==> config.mk <==
export PLATFORM = sky130hd
export DESIGN_NAME = mips_decode_stage_flat
export DESIGN_NICKNAME = d
export VERILOG_FILES = /design/src/rtl/mips_decode_stage_if.sv /design/src/rtl/mips_decode_stage.sv /design/src/flat_wrapper.sv
export SDC_FILE = /design/constraint.sdc
export NUM_CORES = 1
export LEC_CHECK = 0
export CORE_MARGIN = 2
export CORE_UTILIZATION = 25
export DETAILED_ROUTE_END_ITERATION = 10
export PLACE_DENSITY = 0.5
export SYNTH_ARGS = -nofsm -noshare
export SYNTH_HDL_FRONTEND = slang
export SYNTH_SLANG_ARGS = --single-unit
==> constraint.sdc <==
create_clock -name clock -period 7.36 [get_ports clock]
set_clock_uncertainty 0.1 [all_clocks]
set_input_delay 1.104 -clock clock [delete_from_list [all_inputs] [get_ports clock]]
set_output_delay 1.104 -clock clock [all_outputs]
set_load 0.05 [all_outputs]
==> src/rtl/mips_decode_stage_if.sv <==
`default_nettype none
// ============================================================================
//  Module      : mips_decode_stage_if
//  Description : Handshake bundle between fetch, the decode stage and the
//                execute stage.
//                  fetch side   : in_valid / in_ready / in_pc / in_inst / flush
//                  execute side : out_valid / out_ready plus the decoded head
//                                 entry (pc, raw word, format, register indices,
//                                 destination, write enable, immediate, jump
//                                 target, illegal flag)
//                slave  : view used by the decode stage
//                master : view used by whoever drives fetch and consumes
//                         execute (surrounding pipeline or bench)
//  Revision    : 1.0 - initial release
// ============================================================================
interface mips_decode_stage_if;
    logic        in_valid;
    logic        in_ready;
    logic [31:0] in_pc;
    logic [31:0] in_inst;
    logic        flush;
    logic        out_valid;
    logic        out_ready;
    logic [31:0] out_pc;
    logic [31:0] out_inst;
    logic [1:0]  out_fmt;
    logic [4:0]  out_rs;
    logic [4:0]  out_rt;
    logic [4:0]  out_dest;
    logic        out_reg_write;
    logic [31:0] out_imm;
    logic [31:0] out_jtarget;
    logic        out_illegal;

    modport slave (
        input  in_valid, in_pc, in_inst, flush, out_ready,
        output in_ready, out_valid, out_pc, out_inst, out_fmt, out_rs, out_rt,
               out_dest, out_reg_write, out_imm, out_jtarget, out_illegal
    );

    modport master (
        output in_valid, in_pc, in_inst, flush, out_ready,
        input  in_ready, out_valid, out_pc, out_inst, out_fmt, out_rs, out_rt,
               out_dest, out_reg_write, out_imm, out_jtarget, out_illegal
    );
endinterface
`default_nettype wire

==> src/rtl/mips_decode_stage.sv <==
`default_nettype none
// ============================================================================
//  Module      : mips_decode_stage
//  Description : MIPS instruction decode stage. Each accepted instruction word
//                is decoded combinationally at the input and the decoded entry
//                is pushed into a small circular FIFO; the FIFO head drives the
//                execute-side outputs directly from storage.
//  Ports       : clock - rising-edge clock
//                reset - asynchronous active-high reset
//                bus   - mips_decode_stage_if.slave (fetch in, execute out)
//  Parameters  : BUF_DEPTH - FIFO slots, power of two and at least 2
//  Revision    : 1.0 - initial release
// ============================================================================
module mips_decode_stage #(
    parameter int BUF_DEPTH = 2
) (
    input  wire logic          clock,
    input  wire logic          reset,
    mips_decode_stage_if.slave bus
);

    localparam int c_ptr_w = $clog2(BUF_DEPTH);
    localparam int c_cnt_w = c_ptr_w + 1;
    localparam logic [c_cnt_w-1:0] c_depth = c_cnt_w'(BUF_DEPTH);

    localparam logic [1:0] c_fmt_r   = 2'd0;
    localparam logic [1:0] c_fmt_i   = 2'd1;
    localparam logic [1:0] c_fmt_j   = 2'd2;
    localparam logic [1:0] c_fmt_ill = 2'd3;

    localparam logic [5:0] c_op_rtype = 6'h00;
    localparam logic [5:0] c_op_j     = 6'h02;
    localparam logic [5:0] c_op_jal   = 6'h03;
    localparam logic [5:0] c_op_beq   = 6'h04;
    localparam logic [5:0] c_op_bne   = 6'h05;
    localparam logic [5:0] c_op_addi  = 6'h08;
    localparam logic [5:0] c_op_addiu = 6'h09;
    localparam logic [5:0] c_op_slti  = 6'h0A;
    localparam logic [5:0] c_op_sltiu = 6'h0B;
    localparam logic [5:0] c_op_andi  = 6'h0C;
    localparam logic [5:0] c_op_ori   = 6'h0D;
    localparam logic [5:0] c_op_xori  = 6'h0E;
    localparam logic [5:0] c_op_lui   = 6'h0F;
    localparam logic [5:0] c_op_lw    = 6'h23;
    localparam logic [5:0] c_op_sw    = 6'h2B;
    localparam logic [5:0] c_fn_jr    = 6'h08;

    // r/i/j views of one instruction word
    typedef struct packed {
        logic [5:0] opcode;
        logic [4:0] rs;
        logic [4:0] rt;
        logic [4:0] rd;
        logic [4:0] shamt;
        logic [5:0] funct;
    } rtype_t;

    typedef struct packed {
        logic [5:0]  opcode;
        logic [4:0]  rs;
        logic [4:0]  rt;
        logic [15:0] imm;
    } itype_t;

    typedef struct packed {
        logic [5:0]  opcode;
        logic [25:0] address;
    } jtype_t;

    typedef union packed {
        rtype_t r;
        itype_t i;
        jtype_t j;
    } mipsinst_t;

    typedef struct packed {
        logic [31:0] pc;
        logic [31:0] inst;
        logic [1:0]  fmt;
        logic [4:0]  rs;
        logic [4:0]  rt;
        logic [4:0]  dest;
        logic        reg_write;
        logic [31:0] imm;
        logic [31:0] jtarget;
        logic        illegal;
    } entry_t;

    mipsinst_t          w_inst;
    entry_t             w_dec;
    logic [31:0]        w_sext;
    logic [31:0]        w_zext;
    logic [3:0]         w_jt_hi;
    logic               w_in_ready;
    logic               w_push;
    logic               w_pop;

    entry_t             r_mem [BUF_DEPTH];
    logic [c_ptr_w-1:0] r_head;
    logic [c_ptr_w-1:0] r_tail;
    logic [c_cnt_w-1:0] r_count;

    assign w_inst = bus.in_inst;
    assign w_sext = {{16{w_inst.i.imm[15]}}, w_inst.i.imm};
    assign w_zext = {16'h0000, w_inst.i.imm};
    // Region bits come from pc+4, so a pc at the top of a 256 MB region
    // jumps into the next region (and 0xFFFFFFFC wraps to region 0).
    assign w_jt_hi = 4'((bus.in_pc + 32'd4) >> 28);

    // ------------------------------------------------------------------
    // Input-side decode
    // ------------------------------------------------------------------
    always_comb begin
        w_dec         = '0;
        w_dec.pc      = bus.in_pc;
        w_dec.inst    = bus.in_inst;
        w_dec.rs      = w_inst.r.rs;
        w_dec.rt      = w_inst.r.rt;
        w_dec.jtarget = {w_jt_hi, w_inst.j.address, 2'b00};
        case (w_inst.r.opcode)
            c_op_rtype: begin
                w_dec.fmt       = c_fmt_r;
                w_dec.dest      = w_inst.r.rd;
                w_dec.reg_write = (w_inst.r.funct != c_fn_jr);
            end
            c_op_j: begin
                w_dec.fmt = c_fmt_j;
            end
            c_op_jal: begin
                w_dec.fmt       = c_fmt_j;
                w_dec.dest      = 5'd31;
                w_dec.reg_write = 1'b1;
            end
            c_op_beq, c_op_bne, c_op_sw: begin
                w_dec.fmt = c_fmt_i;
                w_dec.imm = w_sext;
            end
            c_op_addi, c_op_addiu, c_op_slti, c_op_sltiu, c_op_lw: begin
                w_dec.fmt       = c_fmt_i;
                w_dec.dest      = w_inst.i.rt;
                w_dec.reg_write = 1'b1;
                w_dec.imm       = w_sext;
            end
            c_op_andi, c_op_ori, c_op_xori: begin
                w_dec.fmt       = c_fmt_i;
                w_dec.dest      = w_inst.i.rt;
                w_dec.reg_write = 1'b1;
                w_dec.imm       = w_zext;
            end
            c_op_lui: begin
                w_dec.fmt       = c_fmt_i;
                w_dec.dest      = w_inst.i.rt;
                w_dec.reg_write = 1'b1;
                w_dec.imm       = {w_inst.i.imm, 16'h0000};
            end
            default: begin
                w_dec.fmt     = c_fmt_ill;
                w_dec.illegal = 1'b1;
            end
        endcase
        // $zero is never a real write-back target
        if (w_dec.dest == 5'd0) begin
            w_dec.reg_write = 1'b0;
        end
    end

    // ------------------------------------------------------------------
    // Output FIFO. Ready depends only on the stored count (plus the
    // flush/reset inputs), never on out_ready, so a full buffer refuses
    // input even on a cycle where the head is being consumed.
    // ------------------------------------------------------------------
    assign w_in_ready = !reset && (r_count < c_depth) && !bus.flush;
    assign w_push     = bus.in_valid && w_in_ready;
    assign w_pop      = bus.out_ready && (r_count != '0);

    always_ff @(posedge clock or posedge reset) begin
        if (reset) begin
            r_head  <= '0;
            r_tail  <= '0;
            r_count <= '0;
            for (int i = 0; i < BUF_DEPTH; i++) begin
                r_mem[i] <= '0;
            end
        end else if (bus.flush) begin
            r_head  <= '0;
            r_tail  <= '0;
            r_count <= '0;
        end else begin
            if (w_push) begin
                r_mem[r_tail] <= w_dec;
                r_tail        <= r_tail + c_ptr_w'(1);
            end
            if (w_pop) begin
                r_head <= r_head + c_ptr_w'(1);
            end
            if (w_push && !w_pop) begin
                r_count <= r_count + c_cnt_w'(1);
            end else if (w_pop && !w_push) begin
                r_count <= r_count - c_cnt_w'(1);
            end
        end
    end

    assign bus.in_ready      = w_in_ready;
    assign bus.out_valid     = (r_count != '0);
    assign bus.out_pc        = r_mem[r_head].pc;
    assign bus.out_inst      = r_mem[r_head].inst;
    assign bus.out_fmt       = r_mem[r_head].fmt;
    assign bus.out_rs        = r_mem[r_head].rs;
    assign bus.out_rt        = r_mem[r_head].rt;
    assign bus.out_dest      = r_mem[r_head].dest;
    assign bus.out_reg_write = r_mem[r_head].reg_write;
    assign bus.out_imm       = r_mem[r_head].imm;
    assign bus.out_jtarget   = r_mem[r_head].jtarget;
    assign bus.out_illegal   = r_mem[r_head].illegal;

endmodule
`default_nettype wire

==> src/flat_wrapper.sv <==
// flat-port wrapper written by rule: the top's interface ports become plain ports
module mips_decode_stage_flat 
#(
    parameter int BUF_DEPTH = 2
)
  (clock, reset, bus_in_valid, bus_in_pc, bus_in_inst, bus_flush, bus_out_ready, bus_in_ready, bus_out_valid, bus_out_pc, bus_out_inst, bus_out_fmt, bus_out_rs, bus_out_rt, bus_out_dest, bus_out_reg_write, bus_out_imm, bus_out_jtarget, bus_out_illegal);
  mips_decode_stage_if bus_i ();
  input  wire logic clock;
  input  wire logic reset;
  input wire logic [$bits(bus_i.in_valid)-1:0] bus_in_valid;
  input wire logic [$bits(bus_i.in_pc)-1:0] bus_in_pc;
  input wire logic [$bits(bus_i.in_inst)-1:0] bus_in_inst;
  input wire logic [$bits(bus_i.flush)-1:0] bus_flush;
  input wire logic [$bits(bus_i.out_ready)-1:0] bus_out_ready;
  output wire logic [$bits(bus_i.in_ready)-1:0] bus_in_ready;
  output wire logic [$bits(bus_i.out_valid)-1:0] bus_out_valid;
  output wire logic [$bits(bus_i.out_pc)-1:0] bus_out_pc;
  output wire logic [$bits(bus_i.out_inst)-1:0] bus_out_inst;
  output wire logic [$bits(bus_i.out_fmt)-1:0] bus_out_fmt;
  output wire logic [$bits(bus_i.out_rs)-1:0] bus_out_rs;
  output wire logic [$bits(bus_i.out_rt)-1:0] bus_out_rt;
  output wire logic [$bits(bus_i.out_dest)-1:0] bus_out_dest;
  output wire logic [$bits(bus_i.out_reg_write)-1:0] bus_out_reg_write;
  output wire logic [$bits(bus_i.out_imm)-1:0] bus_out_imm;
  output wire logic [$bits(bus_i.out_jtarget)-1:0] bus_out_jtarget;
  output wire logic [$bits(bus_i.out_illegal)-1:0] bus_out_illegal;
  assign bus_i.in_valid = bus_in_valid;
  assign bus_i.in_pc = bus_in_pc;
  assign bus_i.in_inst = bus_in_inst;
  assign bus_i.flush = bus_flush;
  assign bus_i.out_ready = bus_out_ready;
  assign bus_in_ready = bus_i.in_ready;
  assign bus_out_valid = bus_i.out_valid;
  assign bus_out_pc = bus_i.out_pc;
  assign bus_out_inst = bus_i.out_inst;
  assign bus_out_fmt = bus_i.out_fmt;
  assign bus_out_rs = bus_i.out_rs;
  assign bus_out_rt = bus_i.out_rt;
  assign bus_out_dest = bus_i.out_dest;
  assign bus_out_reg_write = bus_i.out_reg_write;
  assign bus_out_imm = bus_i.out_imm;
  assign bus_out_jtarget = bus_i.out_jtarget;
  assign bus_out_illegal = bus_i.out_illegal;
  mips_decode_stage #(.BUF_DEPTH(BUF_DEPTH)) u_core (.clock(clock), .reset(reset), .bus(bus_i));
endmodule
==> flow_metrics.tcl <==
set metrics [dict create \
    status "finished clean" \
    cp_max_fo 42 \
    synthXorXnorAreaFrac 0.00507 \
    fp.coreArea_um2 40800 \
    synth_flop_cell "dfrtp_1" \
    max_slew_margin 0.328 \
    cp_num_buf_inv 2 \
    portBuffers 215 \
    ir_drop_uv 159 \
    worst_pin_slew_ps 1010 \
    slew_violations 0 \
    power_density_nw_per_um2 329 \
    post-route-period-util 0.583 \
    cap_viol_max_count 0 \
    grt_usage 0.147 \
    via_per_inst 4.43 \
    clk_latency_ps 540 \
    placementRows 74 \
    die_area_um2 43100 \
    ys_ff_latch 222 \
    layout_common_cells "465 x nand2_1, 221 x dfrtp_1, 215 x clkdlybuf4s50_1" \
    crit_path_top_delay_cell "dfrtp_4" \
    syn_area_um2 10400 \
    die_h_um 208 \
    ios 218 \
    crit_required_ps 6160 \
    fmax_ghz 0.233 \
    crit_path_end_kind "output port" \
    grt_max_degree 81 \
    cts_resized 0 \
    synth_mux_area_frac 0.118 \
    drive_gt1_frac 0.138 \
    synth-edff-count 0 \
    rr_startpoint "u_core.r_count[1]" \
    ant_nets 0 \
    gr-total-overflow 0 \
    ctsRootBufferMaster "clkbuf_16" \
    async_reset_ff_frac 1.00 \
    synth_adder_area_share 0 \
    vias 8091 \
    max_stage_delay_ps 710 \
    synth_simple_gate_area_frac 0.207 \
    cp.arrival_ps 3090 \
    grt_pass1_vias 8418 \
    cts_setup_buffers 0 \
    drc 0 \
    routabilityCongestion 0.724 \
    wire_per_inst_um 17.2 \
    yosysUniqueCellTypes 45 \
    cp_top_family "buffers and inverters" \
    hpwl_um 20000 \
    hold_viol 0 \
    min_path_type "flip-flop to flip-flop" \
    rsz0062_at_grt "no" \
    grt_first_pass_wirelength_um 50200 \
    setup_viol 0 \
    cp-startpoint "u_core.r_head" \
    hold_buffers 0 \
    nets 1342 \
    clk_pin_slew_ps 60 \
    crit_chain "buf_4 > mux2_2 > clkdlybuf4s50_1" \
    layout_commonest_cell "nand2_1" \
    power.leakage_nw 6.14 \
    fin_crit_ps 4290 \
    total_power_mw 4.49 \
    synth-compound-area-share 0.0732 \
    die_w_um 208 \
    cts_max_path_buffers 3 \
    htreeDepth 1 \
    initial_core_util 0.254 \
    wirelength_um 31500 \
    postSynthAreaPerCell_um2 9.19 \
    dr.pass1.iters 5 \
    crit_path_start_kind "flip-flop" \
    antenna_found_initial 0 \
    synth_cells 1127 \
    fillers 4272 \
    worstHoldStart "u_core.r_mem[141]" \
    critical_path_class "flip-flop to output port" \
    cts_sinks 222 \
    tritoncts "built" \
    ys_warn_count 0 \
    cts_buffers 27 \
    ys_seq_area_frac 0.536 \
    drt_iter0_markers 325 \
    synth_top_family_by_area "simple AND/OR/NAND/NOR gates" \
    areaGrowthSynthToFinish_pct 31.6 \
    fin_setup_tns_ps 0 \
]
[worst paths after layout]
check	endpoint	slack, ps	cells after the start
setup / recovery	bus_out_jtarget[21]	3070	3
hold reg to reg	u_core.r_mem[141]	370	2
hold / removal	u_core.r_mem[141]	370	2
min in group asynchronous	u_core.r_count[1]	1010	2
max in group asynchronous	u_core.r_mem[25]	4750	3
setup reg to reg	u_core.r_mem[65]	4690	4
[flip-flops by register name (all words and copies together) (netlist names)]
register,flops
u_core.r_mem,218
u_core.r_count,2
u_core.r_head,1
u_core.r_tail,1
[logic make-up after synthesis]
family                    Yosys count
AOI/OAI and AO/OA                 131
xor gates and xnor gates            6
buffers and inverters             113
DFF                               222
muxes                             109
other                               1
and+or+nand+nor                   545
[routing by layer]
layer,track usage,up-vias,part of all wire
met4,0.0276,0,0.018
met5,0,-,0
met3,0.0496,42,0.085
li1,-,3939,-
met1,0.188,3891,0.44
met2,0.241,219,0.46
[cell type report]
type,instances,area (µm²),share of cell area
inverter,5,26.3,0.00193
clock buffer,40,815,0.0598
antenna,1,2.50,0.000184
timing repair buffer,224,2220,0.163
multi-input combinational,793,4220,0.310
clock inverter,9,123,0.00900
tap,532,666,0.0488
sequential,222,5560,0.408
[cell usage after synthesis, types with 2 or more instances]
master | n | share of area
nand2_1 | 465 | 0.17
dfrtp_1 | 222 | 0.54
mux2_2 | 109 | 0.12
clkbuf_1 | 53 | 0.019
o21ai_0 | 51 | 0.025
nor2_1 | 44 | 0.016
buf_4 | 39 | 0.028
a31oi_1 | 30 | 0.018
o21ai_1 | 20 | 0.0097
a21oi_1 | 16 | 0.0077
buf_2 | 10 | 0.0048
nand4_1 | 7 | 0.0042
nand3_1 | 5 | 0.0024
xor2_1 | 5 | 0.0042
buf_6 | 4 | 0.0043
inv_1 | 4 | 0.0014
nand2b_1 | 4 | 0.0024
a2bb2oi_1 | 3 | 0.0025
or2_2 | 3 | 0.0018
and2_1 | 2 | 0.0012
and3_1 | 2 | 0.0012
clkbuf_2 | 2 | 0.00097
nor3_1 | 2 | 0.00097
nor3b_1 | 2 | 0.0014
nor4_1 | 2 | 0.0012
o31ai_1 | 2 | 0.0014
[worst min-delay path: stages, from the launching register on]
cell     delay [ps]
dfrtp_1         340
nand2_1          50
nand2_1          50
[through the flow]
stage | utilization | area [µm²] | hold slack, ps | std cells | setup slack [ps]
floorplan | - | 10400 | 340 | 1128 | 78.2
global placement | 0.311 | 12700 | 353 | 1776 | 3270
detailed placement | 0.311 | 12700 | 357 | 1776 | 3250
CTS | 0.334 | 13600 | 372 | 1825 | 2960
global route | 0.334 | 13600 | 388 | 1825 | 2920
finish | 0.334 | 13600 | 368 | 1826 | 3070
[report_power, final]
part / leakage (nW) / internal [mW] / switching (mW)
Clock: 0.464 / 0.865 / 0.532
Sequential: 2.84 / 1.48 / 0.128
Combinational: 2.84 / 0.520 / 0.966
Total: 6.14 / 2.86 / 1.63
Note: power is estimated with default switching activity, not from simulation.
